## config.mk

```make
export PLATFORM = sky130hd
export DESIGN_NAME = wptr_stream_ctrl
export DESIGN_NICKNAME = d
export VERILOG_FILES = /design/src/rtl/wptr_stream_ctrl.sv
export SDC_FILE = /design/constraint.sdc
export NUM_CORES = 1
export LEC_CHECK = 0
export CAP_MARGIN = 25
export CORE_MARGIN = 4
export CORE_UTILIZATION = 40
export CTS_CLUSTER_DIAMETER = 150
export CTS_CLUSTER_SIZE = 10
export DETAILED_ROUTE_END_ITERATION = 8
export PLACE_DENSITY_LB_ADDON = 0.1
export SLEW_MARGIN = 10
export SYNTH_ARGS = -nofsm -noshare
export SYNTH_HDL_FRONTEND = slang
export SYNTH_SLANG_ARGS = --single-unit
```

## constraint.sdc

```tcl
create_clock -name wr_clk -period 1.4 [get_ports wr_clk]
set_input_delay 0.28 -clock wr_clk [delete_from_list [all_inputs] [get_ports wr_clk]]
set_output_delay 0.28 -clock wr_clk [all_outputs]
set_load 0.1 [all_outputs]
```

## src/rtl/wptr_stream_ctrl.sv

```systemverilog
// Write-side front end of the async FIFO: valid/ready intake through a 2-entry skid buffer,
// write strobes gated by wr_full, and a pessimistic write-domain fill level / almost-full flag.
module wptr_stream_ctrl #(
   parameter int unsigned ASIZE        = 4,
   parameter int unsigned DSIZE        = 8,
   parameter int unsigned AFULL_THRESH = 2**ASIZE - 2
) (
   input  logic               wr_clk,
   input  logic               wr_rst_n,
   input  logic               s_valid,
   output logic               s_ready,
   input  logic [DSIZE-1:0]   s_data,
   input  logic               wr_full,
   input  logic [ASIZE:0]     wr_ptr,
   input  logic [ASIZE:0]     r2w_ptr,
   output logic               wr_inc,
   output logic [DSIZE-1:0]   wr_data,
   output logic [ASIZE:0]     wr_level,
   output logic               wr_almost_full
);

   localparam int unsigned PTR_W = ASIZE + 1;
   localparam logic [PTR_W-1:0] AFULL_T = PTR_W'(AFULL_THRESH);

   // ST_OUT: only the out register holds a word; ST_FULL: out and skid both hold words
   typedef enum logic [1:0] {
      ST_EMPTY = 2'd0,
      ST_OUT   = 2'd1,
      ST_FULL  = 2'd2
   } buf_state_t;

   buf_state_t       r_state;
   buf_state_t       w_state_nxt;
   logic [DSIZE-1:0] r_out;
   logic [DSIZE-1:0] r_skid;
   logic             r_s_ready;
   logic [PTR_W-1:0] r_level;
   logic             r_afull;

   logic             w_out_valid;
   logic             w_pop;
   logic             w_accept;
   logic             w_load_out_s;
   logic             w_load_out_skid;
   logic             w_load_skid;
   logic [PTR_W-1:0] w_wbin;
   logic [PTR_W-1:0] w_rbin;
   logic [PTR_W-1:0] w_diff;

   function automatic logic [PTR_W-1:0] gray2bin(input logic [PTR_W-1:0] g);
      logic [PTR_W-1:0] b;
      b[PTR_W-1] = g[PTR_W-1];
      for (int i = int'(PTR_W) - 2; i >= 0; i--) begin
         b[i] = b[i+1] ^ g[i];
      end
      return b;
   endfunction

   assign w_out_valid = (r_state != ST_EMPTY);
   assign w_pop       = w_out_valid & ~wr_full;
   assign w_accept    = s_valid & r_s_ready;

   // Buffer next-state and load selects
   always_comb begin
      w_state_nxt     = r_state;
      w_load_out_s    = 1'b0;
      w_load_out_skid = 1'b0;
      w_load_skid     = 1'b0;
      case (r_state)
         ST_EMPTY: begin
            if (w_accept) begin
               w_load_out_s = 1'b1;
               w_state_nxt  = ST_OUT;
            end
         end
         ST_OUT: begin
            if (w_pop) begin
               if (w_accept) begin
                  w_load_out_s = 1'b1;
               end else begin
                  w_state_nxt = ST_EMPTY;
               end
            end else if (w_accept) begin
               w_load_skid = 1'b1;
               w_state_nxt = ST_FULL;
            end
         end
         ST_FULL: begin
            if (w_pop) begin
               w_load_out_skid = 1'b1;
               w_state_nxt     = ST_OUT;
            end
         end
         default: w_state_nxt = ST_EMPTY;
      endcase
   end

   // s_ready follows the next skid occupancy so a filling skid closes intake on the same edge
   always_ff @(posedge wr_clk or negedge wr_rst_n) begin
      if (!wr_rst_n) begin
         r_state   <= ST_EMPTY;
         r_out     <= '0;
         r_skid    <= '0;
         r_s_ready <= 1'b0;
      end else begin
         r_state   <= w_state_nxt;
         r_s_ready <= (w_state_nxt != ST_FULL);
         if (w_load_out_s) begin
            r_out <= s_data;
         end else if (w_load_out_skid) begin
            r_out <= r_skid;
         end
         if (w_load_skid) begin
            r_skid <= s_data;
         end
      end
   end

   assign w_wbin = gray2bin(wr_ptr);
   assign w_rbin = gray2bin(r2w_ptr);
   assign w_diff = w_wbin - w_rbin;

   // Occupancy from pointers only; the modular subtract absorbs pointer wrap
   always_ff @(posedge wr_clk or negedge wr_rst_n) begin
      if (!wr_rst_n) begin
         r_level <= '0;
         r_afull <= 1'b0;
      end else begin
         r_level <= w_diff;
         r_afull <= (w_diff >= AFULL_T);
      end
   end

   assign s_ready        = r_s_ready;
   assign wr_inc         = w_pop;
   assign wr_data        = r_out;
   assign wr_level       = r_level;
   assign wr_almost_full = r_afull;

endmodule

```

==> results.py <==
metrics = {
    "timing": {
        "worst_pin_slew_ns": 0.327,
        "hold_viol": 0,
        "setup_viol": 15,
        "slew_violations": 0,
        "worst_slack_ns": -0.604,
        "fin_setup_tns_ns": -2.33,
        "finalCritPeriodShare_pct": 143,
        "rsz0062_at_grt": "true",
        "fmax_ghz": 0.499,
        "fin_skew_ns": 0.00345,
        "max_slew_margin_pct": 78.2,
        "min_period_ns": 2.00,
    },
    "yosys": {
        "yosys.cell_types.count": 24,
        "yosysTopAreaCell": "dfrtp_1",
        "synth.avg_cell_area_um2": 13.2,
        "ys_seq_elements": 25,
        "ys_dominant_reg_cell": "dfrtp_1",
        "seq_area_frac_synth_pct": 50.4,
        "synth_nets": 121,
        "yosysTopAreaCellShare_pct": 50.4,
        "yosys-top-cells-count": "dfrtp_1 (25), mux2_2 (10), a21o_1 (8), a22o_1 (8), inv_1 (5)",
        "yosys_warnings": 0,
        "synth_most_common_cell": "dfrtp_1",
        "syn_inst": 94,
        "yosys-top-cells-area": "dfrtp_1 (50%), mux2_2 (9.1%), a22o_1 (5.6%)",
        "synthArstFlopShare_pct": 100,
        "synth_edf_count": 0,
        "netlist_area_um2": 1240,
    },
    "setup_path": {
        "crit_chain": "buf_8 -> xor2_4 -> xor2_2 -> xnor2_2 -> xor2_1 -> ha_2 -> fa_2 -> nand2b_4 -> a21oi_4 -> xnor2_2 -> a31o_2",
        "max_stage_delay_ns": 0.34,
        "path_common_cell": "xnor2_2",
        "start_kind": "input pin",
        "critPathBufInv": 1,
        "critPathTopFamily": "XOR/XNOR gates",
        "cpMaxStageDelayCell": "fa_2",
        "path_max_fanout": 2,
        "cp.arrival_ns": 2.22,
        "crit_path_end_kind": "flop",
        "crit_type": "in2reg",
        "worstPathRequired_ns": 1.61,
    },
    "routing": {
        "ant_nets": 0,
        "drc": 0,
        "drt_iter0_markers": 62,
        "vias_per_cell": 5.12,
        "wl_mm": 3.07,
        "drt_pass1_iterations": 4,
        "route.vias.total": 962,
        "wl_per_cell_um": 16.3,
    },
    "power_and_ir_drop": {
        "powerDensity_nw_per_um2": 2530,
        "total_leakage_power_uw": 0.00105,
        "irDropWorstVdd_mv": 1.50,
    },
    "final_layout": {
        "nets": 185,
        "diodes": 0,
        "utilization_pct": 78.3,
        "drive_above_1_share_pct": 55.4,
        "nFillCells": 173,
        "area_delta_synth_final_pct": 80.0,
        "final_cell_area_um2": 2230,
        "stdcell_count": 188,
    },
    "cts": {
        "cts_tree": "yes",
        "cts_buffers": 3,
        "clockBufferDepth": 2,
        "clock-root-buffer": "clkbuf_4",
        "path_clk_slew_ns": 0.13,
        "insertion_delay_ns": 0.31,
        "holdBufCountCts": 0,
        "cts.sinks": 25,
        "cts_htree_levels": 1,
    },
    "place": {
        "place_hpwl_mm": 2.24,
        "dpl-instance-area_um2": 2040,
        "placedCellCount": 179,
        "port_buffers": 37,
        "gp_congestion": 0.868,
    },
    "global_routing": {
        "grtUsageTotal_pct": 16.3,
        "grt_pass1_vias": 1075,
        "grt_pass1_wl_mm": 5.16,
        "grt_start_max_net_pins": 26,
        "antenna_found_initial": 0,
        "grt-ovfl-total": 0,
    },
    "run_status": {
        "status": "complete, but fails checks",
        "violations": "setup timing",
    },
    "floorplan": {
        "num_io_pins": 38,
        "coreArea_um2": 2850,
        "die_h_um": 63.7,
        "fp-row-count": 19,
        "die_area_um2": 4060,
        "initial_core_util_pct": 43.5,
        "dieWidth_um": 63.7,
    },
    "hold_path": {
        "hold_path_class": "in2async",
    },
    "flow_run": {
        "max_cap_viol_count": 0,
    },
}
## worst reg2reg max path: stages (launching register included)
cell	delay [ns]
dfrtp_1	0.49
nand2_2	0.13
nor3_4	0.24
buf_12	0.17
mux2_4	0.31
## per-layer routing
layer  vias up  GRT usage, %  share of wire [%]
li1        449             -                  -
met2        27          32.3                 58
met3         8          2.84                3.5
met4         0          5.93                2.1
met5         -             0                  0
met1       478          16.9                 37
## stage by stage
step	power [uW]	worst slack (ns)	hold WS, ns
5_1_grt	5890	-0.669	0.320
3_5_place_dp	5080	-1.40	0.502
3_3_place_gp	5000	-1.34	0.494
2_1_floorplan	3580	-0.796	-0.0156
4_1_cts	5520	-0.686	0.311
6_report	5650	-0.604	0.312
## registers in the layout (all words and copies together), names as in the netlist
name	cells
wr_data	8
s_ready	1
r_skid	8
wr_level	5
r_state	2
wr_almost_full	1
## cell type report
cell class / count / area, um2 / area share, %
sequential: 25 / 629 / 28.2
timing repair buffer: 61 / 767 / 34.3
inverter: 5 / 18.8 / 0.840
multi-input combinational: 62 / 754 / 33.8
tap: 31 / 38.8 / 1.74
clock buffer: 4 / 26.3 / 1.18
## cell families (layout without fill, tap and decap cells)
| kind of cell | Yosys count | after routing | synth area share (%) |
|---|---|---|---|
| DFF | 25 | 25 | 50.4 |
| AOI/OAI and AO/OA | 22 | 22 | 13.3 |
| and+or+nand+nor | 13 | 13 | 6.96 |
| xor gates and xnor gates | 12 | 12 | 12.1 |
| muxes | 10 | 10 | 9.07 |
| buffers and inverters | 7 | 70 | 2.52 |
| adders and majority gates | 5 | 5 | 5.65 |
## worst paths after layout
check	from	to	slack, ns	depth (start not counted)
max	wr_ptr[3]	wr_almost_full$_DFF_PN0_	-0.60	11
min	wr_rst_n	wr_data[4]$_DFFE_PN0P_	0.31	2
max reg2reg	r_state[0]$_DFF_PN0_	r_skid[7]$_DFFE_PN0P_	-0.05	4
min reg2reg	r_skid[0]$_DFFE_PN0P_	r_skid[0]$_DFFE_PN0P_	0.54	1
max in group asynchronous	wr_rst_n	s_ready$_DFF_PN0_	0.82	2
min in group wr_clk	wr_ptr[4]	wr_level[4]$_DFF_PN0_	0.44	4
## placed cells by master, fill, tap and decap left out, types with 4 or more instances in the layout
cell type	instances
dfrtp_1	24
buf_12	18
buf_4	17
clkdlybuf4s50_1	14
a22o_1	8
a21o_1	8
mux2_4	8
buf_6	6
xor2_2	4
## power breakdown
group | switching [uW] | internal (uW) | leakage (uW)
combinational | 2260 | 1680 | 0.000740
clock | 207 | 111 | 0.0000150
sequential | 321 | 1070 | 0.000298
## what timing repair did
action / in CTS / in global routing
pin swaps: 14 / 15
gates resized for setup: 34 / 20
buffers inserted: 3 / 2
endpoints found under the setup margin: 15 / 22
(Power assumes the default switching activity.)
